## src/rtl/gpu_cmd_scheduler_if.sv

```systemverilog
// Host command / pixel-generator instruction bundle for gpu_cmd_scheduler.
// The master modport is the host side; the slave modport is the scheduler.
interface gpu_cmd_scheduler_if #(
  parameter int unsigned FIFO_DEPTH = 16
) ();
  localparam int unsigned LvlW = $clog2(FIFO_DEPTH) + 1;

  logic [31:0]     i_cmd;
  logic            i_cmd_valid;
  logic            o_cmd_ready;
  logic            i_vblank;
  logic [31:0]     o_instruction;
  logic            o_instruction_ready;
  logic [LvlW-1:0] o_fifo_level;
  logic            o_busy;
  logic            o_bad_opcode;

  modport master (
    output i_cmd, i_cmd_valid, i_vblank,
    input  o_cmd_ready, o_instruction, o_instruction_ready, o_fifo_level, o_busy, o_bad_opcode
  );

  modport slave (
    input  i_cmd, i_cmd_valid, i_vblank,
    output o_cmd_ready, o_instruction, o_instruction_ready, o_fifo_level, o_busy, o_bad_opcode
  );
endinterface

```

## src/rtl/gpu_cmd_scheduler.sv

```systemverilog
// Buffers host commands in a show-ahead FIFO and issues them in order as one-cycle strobes,
// with an opcode-dependent quiet gap and optional vblank gating of screen-memory writes.
module gpu_cmd_scheduler #(
  parameter int unsigned FIFO_DEPTH = 16,
  parameter int unsigned SPRITE_GAP = 8,
  parameter int unsigned PIXEL_GAP  = 1,
  parameter bit          BLANK_ONLY = 1'b1
) (
  input logic                i_clk,
  input logic                i_reset,
  gpu_cmd_scheduler_if.slave bus
);
  localparam int unsigned PtrW = $clog2(FIFO_DEPTH);
  localparam int unsigned LvlW = PtrW + 1;
  localparam int unsigned GapW = 16;

  localparam logic [1:0] StIdle  = 2'd0;
  localparam logic [1:0] StIssue = 2'd1;
  localparam logic [1:0] StGap   = 2'd2;

  logic [31:0]     mem_q [FIFO_DEPTH];
  logic [PtrW-1:0] wr_ptr_q, wr_ptr_d, rd_ptr_q, rd_ptr_d;
  logic [LvlW-1:0] level_q, level_d;
  logic [1:0]      state_q, state_d;
  logic [31:0]     hold_q, hold_d;
  logic [GapW-1:0] gap_q, gap_d;
  logic            bad_q, bad_d;

  logic            push, pop;
  logic [31:0]     head;
  logic [3:0]      head_op, hold_op;
  logic            head_illegal, head_slow, head_eligible;
  logic [GapW-1:0] issue_gap;

  assign head          = mem_q[rd_ptr_q];
  assign head_op       = head[3:0];
  assign head_illegal  = (head_op == 4'h0) || (head_op > 4'h8);
  assign head_slow     = (head_op == 4'h7) || (head_op == 4'h8);
  assign head_eligible = !head_slow || !BLANK_ONLY || bus.i_vblank;
  assign hold_op       = hold_q[3:0];
  assign push          = bus.i_cmd_valid && bus.o_cmd_ready;

  always_comb begin
    issue_gap = '0;
    if (hold_op == 4'h8) begin
      issue_gap = GapW'(SPRITE_GAP);
    end else if (hold_op == 4'h7) begin
      issue_gap = GapW'(PIXEL_GAP);
    end
  end

  // vblank only matters here in IDLE; a popped command always completes its issue and gap.
  always_comb begin
    state_d = state_q;
    hold_d  = hold_q;
    gap_d   = gap_q;
    bad_d   = bad_q;
    pop     = 1'b0;
    case (state_q)
      StIdle: begin
        if (level_q != '0) begin
          if (head_illegal) begin
            pop   = 1'b1;
            bad_d = 1'b1;
          end else if (head_eligible) begin
            pop     = 1'b1;
            hold_d  = head;
            state_d = StIssue;
          end
        end
      end
      StIssue: begin
        gap_d   = issue_gap;
        state_d = (issue_gap != '0) ? StGap : StIdle;
      end
      StGap: begin
        gap_d = gap_q - GapW'(1);
        if (gap_q <= GapW'(1)) begin
          state_d = StIdle;
        end
      end
      default: state_d = StIdle;
    endcase
  end

  always_comb begin
    wr_ptr_d = wr_ptr_q + PtrW'(push);
    rd_ptr_d = rd_ptr_q + PtrW'(pop);
    level_d  = level_q;
    if (push && !pop) begin
      level_d = level_q + LvlW'(1);
    end else if (!push && pop) begin
      level_d = level_q - LvlW'(1);
    end
  end

  always_ff @(posedge i_clk or posedge i_reset) begin
    if (i_reset) begin
      wr_ptr_q <= '0;
      rd_ptr_q <= '0;
      level_q  <= '0;
      state_q  <= StIdle;
      hold_q   <= '0;
      gap_q    <= '0;
      bad_q    <= 1'b0;
    end else begin
      wr_ptr_q <= wr_ptr_d;
      rd_ptr_q <= rd_ptr_d;
      level_q  <= level_d;
      state_q  <= state_d;
      hold_q   <= hold_d;
      gap_q    <= gap_d;
      bad_q    <= bad_d;
    end
  end

  always_ff @(posedge i_clk) begin
    if (push) begin
      mem_q[wr_ptr_q] <= bus.i_cmd;
    end
  end

  assign bus.o_cmd_ready         = (level_q != LvlW'(FIFO_DEPTH));
  assign bus.o_instruction_ready = (state_q == StIssue);
  assign bus.o_instruction       = (state_q == StIssue) ? hold_q : 32'h0;
  assign bus.o_fifo_level        = level_q;
  assign bus.o_busy              = (state_q != StIdle) || (level_q != '0);
  assign bus.o_bad_opcode        = bad_q;
endmodule

```

## src/flat_wrapper.sv

```systemverilog
// flat-port wrapper written by rule: the top's interface ports become plain ports
module gpu_cmd_scheduler_flat 
#(
  parameter int unsigned FIFO_DEPTH = 16,
  parameter int unsigned SPRITE_GAP = 8,
  parameter int unsigned PIXEL_GAP  = 1,
  parameter bit          BLANK_ONLY = 1'b1
)
  (i_clk, i_reset, bus_i_cmd, bus_i_cmd_valid, bus_i_vblank, bus_o_cmd_ready, bus_o_instruction, bus_o_instruction_ready, bus_o_fifo_level, bus_o_busy, bus_o_bad_opcode);
  gpu_cmd_scheduler_if #(.FIFO_DEPTH(FIFO_DEPTH)) bus_i ();
  input logic i_clk;
  input logic i_reset;
  input wire logic [$bits(bus_i.i_cmd)-1:0] bus_i_cmd;
  input wire logic [$bits(bus_i.i_cmd_valid)-1:0] bus_i_cmd_valid;
  input wire logic [$bits(bus_i.i_vblank)-1:0] bus_i_vblank;
  output wire logic [$bits(bus_i.o_cmd_ready)-1:0] bus_o_cmd_ready;
  output wire logic [$bits(bus_i.o_instruction)-1:0] bus_o_instruction;
  output wire logic [$bits(bus_i.o_instruction_ready)-1:0] bus_o_instruction_ready;
  output wire logic [$bits(bus_i.o_fifo_level)-1:0] bus_o_fifo_level;
  output wire logic [$bits(bus_i.o_busy)-1:0] bus_o_busy;
  output wire logic [$bits(bus_i.o_bad_opcode)-1:0] bus_o_bad_opcode;
  assign bus_i.i_cmd = bus_i_cmd;
  assign bus_i.i_cmd_valid = bus_i_cmd_valid;
  assign bus_i.i_vblank = bus_i_vblank;
  assign bus_o_cmd_ready = bus_i.o_cmd_ready;
  assign bus_o_instruction = bus_i.o_instruction;
  assign bus_o_instruction_ready = bus_i.o_instruction_ready;
  assign bus_o_fifo_level = bus_i.o_fifo_level;
  assign bus_o_busy = bus_i.o_busy;
  assign bus_o_bad_opcode = bus_i.o_bad_opcode;
  gpu_cmd_scheduler #(.FIFO_DEPTH(FIFO_DEPTH), .SPRITE_GAP(SPRITE_GAP), .PIXEL_GAP(PIXEL_GAP), .BLANK_ONLY(BLANK_ONLY)) u_core (.i_clk(i_clk), .i_reset(i_reset), .bus(bus_i));
endmodule
```

## config.mk

```make
export PLATFORM = sky130hd
export DESIGN_NAME = gpu_cmd_scheduler_flat
export DESIGN_NICKNAME = d
export VERILOG_FILES = /design/src/rtl/gpu_cmd_scheduler_if.sv /design/src/rtl/gpu_cmd_scheduler.sv /design/src/flat_wrapper.sv
export SDC_FILE = /design/constraint.sdc
export NUM_CORES = 1
export LEC_CHECK = 0
export CAP_MARGIN = 40
export CELL_PAD_IN_SITES_DETAIL_PLACEMENT = 1
export CELL_PAD_IN_SITES_GLOBAL_PLACEMENT = 1
export CORE_MARGIN = 2
export CORE_UTILIZATION = 58
export CTS_CLUSTER_SIZE = 40
export DETAILED_ROUTE_END_ITERATION = 6
export HOLD_SLACK_MARGIN = 0.06
export PLACE_DENSITY = 0.95
export SYNTH_ARGS = -nofsm -noshare
export SYNTH_HDL_FRONTEND = slang
export SYNTH_SLANG_ARGS = --single-unit
```

## constraint.sdc

```tcl
create_clock -name i_clk -period 11.3 [get_ports i_clk]
set_input_delay 2.26 -clock i_clk [delete_from_list [all_inputs] [get_ports i_clk]]
set_output_delay 2.26 -clock i_clk [all_outputs]
set_load 0.01 [all_outputs]
```

Yosys cells after proc, flatten, opt, wreduce, memory -nomap -nowiden
Memories as Yosys holds them, arrays and structs flattened.
Index checks and enable logic that the tools add are counted.

storage, ports and cells
  output and inout bits = 41
  bits of input ports = 36
  logic and storage cells = 65
  bits in writable memories = 512
  memories kept = 1
  register bits after elaboration = 64

operators by class
  add/sub/neg operators = 5
  reduce and logical (&&, ||, !) cells = 20
  bitwise operators = 1
  order comparisons = 2
  multiplexer cells = 18
  equal/unequal tests = 11

memory list
  memory        words  width  read ports  clocked after memory_dff  write ports  line                     source
  u_core.mem_q  16     32     1           0                         1            gpu_cmd_scheduler.sv:21  logic [31:0] mem_q [FIFO_DEPTH];

operators by type and width
  operator                                                                           number
  32-bit two-way mux                                                                 1
  16-bit one-hot mux with 2 select lines                                             1
  16-bit by 1-bit less-or-equal comparator with 1-bit output, second input constant  1
  16-bit nonzero test                                                                1
  16-bit by 1-bit subtractor with 16-bit output, second input constant               1
  2-bit two-way mux                                                                  5
  5-bit two-way mux                                                                  2
  4-bit by 1-bit adder with 4-bit output                                             2
  4-bit by 3-bit == test with 1-bit output, second input constant                    2
  4-bit == test, second input constant                                               2
  4-bit AND reduction                                                                2
  1-bit two-way mux                                                                  7
  2-bit by 1-bit != test with 1-bit output, second input constant                    3
  2-bit one-hot mux with 3 select lines                                              1
  2-bit nonzero test                                                                 3
  5-bit by 1-bit adder with 5-bit output, second input constant                      1
  5-bit != test, second input constant                                               1
  5-bit nonzero test                                                                 1
  5-bit by 1-bit subtractor with 5-bit output, second input constant                 1
  4-bit greater-than comparator, second input constant                               1
  4-bit zero test                                                                    1
  1-bit logical OR                                                                   4
  4-bit two-way mux                                                                  1
  1-bit logical AND                                                                  3
  other kinds (7)                                                                    9

Depth between registers and ports, before layout
An unclocked memory read counts as a cell.

  word-level depth = 12
  mapped depth = 15
  mapped depth without buffers = 14

Least setup slack after synthesis
Ideal clock, no wire load.

  path kind = input -> register
  start point = input bus_i_cmd_valid
  end point = memory u_core.mem_q[0][0], enable pin
  data arrival time = 4912 ps
  required time = 10839 ps
  stages on the path = 3
  path buffers = 0
  library setup time = 461 ps
  path slack = 5927 ps
  path through = nand2_1 > or3_1 > nor3_1

between the ends
  cells in the longest elaborated chain, start to end = 3

RTL lines
  item                                     line                      source
  from (decl)                              flat_wrapper.sv:14        input wire logic [$bits(bus_i.i_cmd_valid)-1:0] bus_i_cmd_valid;
  1-bit logical AND                        gpu_cmd_scheduler.sv:41   assign push = bus.i_cmd_valid && bus.o_cmd_ready;
  1-bit two-way mux                        gpu_cmd_scheduler.sv:118  if (push) begin
  1-bit two-way mux (not written as such)  gpu_cmd_scheduler.sv:119  mem_q[wr_ptr_q] <= bus.i_cmd;
  to (decl)                                gpu_cmd_scheduler.sv:21

Every way passes these cells.

Worst setup path after layout
  start point = register u_core.rd_ptr_q[0]
  end point = register u_core.level_q[4] (netlist: u_core.bus.o_fifo_level[4])

between the ends
  cells in the longest elaborated chain, start to end = 12
  elaborated cells between the ends (all ways) = 18
  classes of those cells = order compare: 1; eq/ne: 2; mux: 5; reduce/logical: 9; memory: 1

RTL lines
  item                                                                              line                      source
  from (decl)                                                                       gpu_cmd_scheduler.sv:22   logic [PtrW-1:0] wr_ptr_q, wr_ptr_d, rd_ptr_q, rd_ptr_d;
  from (signal assigned)                                                            gpu_cmd_scheduler.sv:108  rd_ptr_q <= rd_ptr_d;
  memory read 16 x 32 bit (*)                                                       -
  4-bit by 3-bit == test with 1-bit output / 4-bit == test (equally long branches)  gpu_cmd_scheduler.sv:38   assign head_slow = (head_op == 4'h7) || (head_op == 4'h8);
  1-bit logical OR                                                                  gpu_cmd_scheduler.sv:38
  1-bit zero test                                                                   gpu_cmd_scheduler.sv:39   assign head_eligible = !head_slow || !BLANK_ONLY || bus.i_vblank;
  1-bit logical OR                                                                  gpu_cmd_scheduler.sv:39
  1-bit two-way mux                                                                 gpu_cmd_scheduler.sv:65   end else if (head_eligible) begin
  1-bit two-way mux (*)                                                             gpu_cmd_scheduler.sv:62   if (head_illegal) begin
  1-bit two-way mux (*)                                                             gpu_cmd_scheduler.sv:61   if (level_q != '0) begin
  1-bit two-way mux (*)                                                             gpu_cmd_scheduler.sv:59   case (state_q)
  1-bit zero test                                                                   gpu_cmd_scheduler.sv:90   if (push && !pop) begin
  1-bit logical AND                                                                 gpu_cmd_scheduler.sv:90
  5-bit two-way mux / 2-bit nonzero test (equally long branches)                    -
  to (signal assigned)                                                              gpu_cmd_scheduler.sv:109  level_q <= level_d;
  to (decl)                                                                         gpu_cmd_scheduler.sv:23   logic [LvlW-1:0] level_q, level_d;

Every way passes the cells marked *; elsewhere a longest branch is shown, timed or not.
A chain may end at the register's enable or synchronous reset.

==> results.txt <==
----------------------------------------------------
[GRT]
  GRT met3 Usage ... 0.0588
  Overflow after GRT ... 0
  Number of antenna violations at the first check in global routing ... 0
  Overall track demand over capacity in global routing ... 0.322
  GR Layer Usage met1 ... 0.425
  Pin count of the biggest net entering global routing ... 60
  Wire length of the first global-routing pass ... 93600 µm
  Number of global-route vias before repair ... 13300
  Met2 track demand over resource in global routing ... 0.539
  Gr busiest metal ... met2

[Finish]
  Final instance area ... 26100 µm²
  Number of standard cells in the final layout excluding fillers ... 1801
  Count of fill cells added during filler insertion ... 3132
  Net count of the finished layout ... 1285
  ANT cells ... 0
  Share of layout cells above drive strength 1 ... 0.214
  P&R area growth vs syn ... 15.6%

[Timing]
  Final number of max-transition violations ... 0
  Unrepaired setup endpoints after global routing ... no
  Max Fclk ... 187 MHz
  Count of final hold-check violations ... 0
  Share of the clock period used by the worst path ... 0.473
  Worst rel slew slack ... 0.411
  Sum Neg Setup Slack ... 0 ns
  Post-route clock skew ... 0.0228 ns
  Transition time at the pin with the least slew margin ... 0.881 ns
  Minimum clock period after layout ... 5.35 ns
  # setup viols final ... 0

[Critical path]
  Maximum single-stage delay on the critical path ... 0.66 ns
  Critical path data required time ... 11.77 ns
  Cell with the largest stage delay on the worst path ... sky130_fd_sc_hd__dfrtp_4
  Reg-to-reg setup timing slack ... 5.95 ns
  Path type of the worst setup path ... flip-flop to flip-flop
  Kind of start point of the critical path ... flip-flop
  Arrival time at the worst endpoint ... 5.81 ns
  Biggest fanout along the worst timing path ... 39
  Crit end category ... flip-flop
  Crit-path cells ... buf_16 -> buf_4 -> buf_16 -> mux4_2 -> mux4_2 -> nor4_1 -> a21oi_1 -> o21ai_1 -> ha_1 -> inv_1 -> fa_1 -> a21o_1 -> a21oi_1 -> xnor2_1 -> nor2_1 -> xor2_1

[Placed design]
  Post-detailed-placement cell area ... 24300 µm²
  I/O Buffers ... 76
  Final RePlAce weighted congestion ... 0.748
  Number of placed instances with taps included ... 1695
  Half-perimeter wire length after detailed placement ... 32800 µm

[Synth]
  Flop and latch count out of synthesis ... 576
  Total of warnings raised by yosys ... 0
  Number of synthesized flops with an enable pin ... 512
  Post-synthesis instance area ... 22600 µm²
  Cell type contributing the most total cell area after synthesis ... sky130_fd_sc_hd__edfxtp_1
  Prevailing post-synth register cell ... sky130_fd_sc_hd__edfxtp_1
  Async set-reset flop share out of synthesis ... 0.111
  Count of distinct cell types in the synthesized netlist ... 59
  Net Count, Synth ... 1170
  Post-synthesis cell count ... 1120
  Sequential share of the synthesized area ... 0.751
  Cell types occupying the most area after synthesis ... sky130_fd_sc_hd__edfxtp_1 68%, sky130_fd_sc_hd__mux4_2 12%, sky130_fd_sc_hd__dfrtp_1 7.1%
  Mean cell area of the mapped netlist ... 20.2 µm²
  Fraction of post-synthesis cell area in the top cell type by area ... 0.680

[CTS]
  Number of H-tree levels ... 2
  TritonCTS buffer count ... 56
  CTS Sinks ... 576
  Cell at the root of the clock tree ... sky130_fd_sc_hd__clkbuf_16
  Insertion delay of the later-clocked pin in the worst-skew pair ... 0.60 ns
  Maximum root-to-sink buffer count ... 3
  Post-CTS repair timing setup buffer count ... 0
  Post-cts sizing count ... 0
  CTS tree ... built
  Clock slew at the register clock pins of the worst setup and hold paths ... 0.07 ns
  Hold buffer count at cts ... 0

[Route]
  First-pass iteration count of the detailed router ... 7
  Drt via density ... 6.85
  Routed vias ... 12300
  Average wire length per cell after detail routing ... 35.2 µm
  Starting DRC count in detailed routing ... 1745
  Residual DRC ... 0
  Routed wire length ... 63400 µm
  Count of antenna-violating nets left after detailed routing ... 0

[Floorplan]
  # rows ... 72
  Y dimension of the die ... 201 µm
  Area of the die ... 40600 µm²
  Area inside the core boundary ... 38600 µm²
  Die Wd ... 201 µm
  I/O pin total ... 77
  Initial Utilization ... 0.587

[Pwr]
  Power per Cell Area ... 278 nW/µm²
  Leakage power ... 8.93 nW
  Max rail drop VDD ... 0.150 mV

[Run status]
  Outcome ... finished clean

[Hold path]
  Hold Crit Class ... flip-flop to flip-flop

[Run]
  Max Cap Violations ... 0

----------------------------------------------------
## per-layer routing
layer,vias up,routed length (µm)
met5,-,0
met3,210,5510
li1,4803,-
met4,0,2570
met2,857,32100
met1,6467,23200
## cells by family (layout without fill, tap and decap cells)
family                   Yosys count  after routing  synth area share
flip-flops                       576            576             0.751
multiplexers                     189            189             0.152
AND/OR/NAND/NOR                  143            143            0.0335
AO/OA/AOI/OAI                     92             92            0.0325
buffers and inverters             87            250            0.0161
XOR/XNOR                          19             19           0.00736
adder cells (fa/ha/maj)           14             14           0.00808
## worst max-delay path: cells and delay by family, from the launching register on
kind	cells	cell delay, ns
DFF	1	0.66
buffers and inverters	4	1.18
muxes	2	1.16
and+or+nand+nor	2	0.55
adders and majority gates	2	0.63
xor gates and xnor gates	2	0.30
AOI/OAI and AO/OA	4	0.66
## state kept, by name, indices dropped and copies added, names as in the netlist
| register | cells |
|---|---|
| u_core.bus.o_bad_opcode | 1 |
| u_core.bus.o_fifo_level | 5 |
| u_core.gap_q | 16 |
| u_core.hold_q | 32 |
| u_core.mem_q | 512 |
| u_core.rd_ptr_q | 4 |
| u_core.state_q | 2 |
| u_core.wr_ptr_q | 4 |
## through the flow
stage | setup slack (ns) | hold WS [ns] | util | total power, W
after detailed placement | 6.14 | 0.501 | 0.630 | 0.00526
after CTS | 5.99 | 0.506 | 0.678 | 0.00726
after floorplan | 5.93 | 0.473 | - | 0.00439
final | 5.95 | 0.506 | 0.678 | 0.00726
after global placement | 5.92 | 0.483 | 0.626 | 0.00501
after global routing | 5.69 | 0.540 | 0.678 | 0.00749
## cell type report
cell class                      count  area [µm²]  area share
Multi-Input combinational cell    457        5400       0.206
Sequential cell                   576       17000       0.650
Clock inverter                     22         248     0.00948
Clock buffer                       84        1600      0.0611
Inverter                           32         121     0.00464
Tap cell                          518         648      0.0248
Timing Repair Buffer              112        1140      0.0436
## cell usage in the layout (no fill, tap or decap), types with 20 or more instances in the layout
cell type                           n
sky130_fd_sc_hd__edfxtp_1         512
sky130_fd_sc_hd__mux4_2           119
sky130_fd_sc_hd__clkdlybuf4s50_1   76
sky130_fd_sc_hd__dfrtp_1           61
sky130_fd_sc_hd__mux2i_1           57
sky130_fd_sc_hd__clkbuf_16         57
sky130_fd_sc_hd__and2_1            33
sky130_fd_sc_hd__buf_4             29
sky130_fd_sc_hd__inv_1             28
sky130_fd_sc_hd__nand2_1           25
sky130_fd_sc_hd__a21o_1            21
sky130_fd_sc_hd__clkbuf_1          20
## Yosys cell counts, types with 5 or more instances
cell type,n
sky130_fd_sc_hd__edfxtp_1,512
sky130_fd_sc_hd__mux4_2,119
sky130_fd_sc_hd__dfrtp_1,64
sky130_fd_sc_hd__mux2i_1,57
sky130_fd_sc_hd__clkbuf_1,35
sky130_fd_sc_hd__and2_1,33
sky130_fd_sc_hd__nor2_1,31
sky130_fd_sc_hd__inv_1,30
sky130_fd_sc_hd__nand2_1,25
sky130_fd_sc_hd__a21o_1,21
sky130_fd_sc_hd__a221oi_1,19
sky130_fd_sc_hd__a222oi_1,19
sky130_fd_sc_hd__ha_1,13
sky130_fd_sc_hd__buf_2,12
sky130_fd_sc_hd__nor3_1,12
sky130_fd_sc_hd__xnor2_1,11
sky130_fd_sc_hd__mux2_4,10
sky130_fd_sc_hd__nand3_1,8
sky130_fd_sc_hd__xor2_1,8
sky130_fd_sc_hd__a21oi_1,7
sky130_fd_sc_hd__o21ai_0,7
sky130_fd_sc_hd__nand4_1,5
sky130_fd_sc_hd__nor2b_1,5
sky130_fd_sc_hd__nor4_1,5
## path summary, 6_finish.rpt
check,depth (start not counted),to,from
max,16,u_core.bus.o_fifo_level[4],u_core.rd_ptr_q[0]
min,1,u_core.hold_q[25],u_core.hold_q[25]
max reg2reg,16,u_core.bus.o_fifo_level[4],u_core.rd_ptr_q[0]
min reg2reg,1,u_core.hold_q[25],u_core.hold_q[25]
max in group asynchronous,4,u_core.hold_q[20],i_reset
min in group asynchronous,3,u_core.hold_q[11],i_reset
## report_power, final
group | leakage [nW] | internal (W) | total (W) | switching, W
Combinational | 2.63 | 0.00110 | 0.00252 | 0.00141
Sequential | 5.40 | 0.00263 | 0.00283 | 0.000204
Clock | 0.901 | 0.00109 | 0.00191 | 0.000815
Total | 8.93 | 0.00483 | 0.00726 | 0.00243
Note: power is estimated with default switching activity, not from simulation.
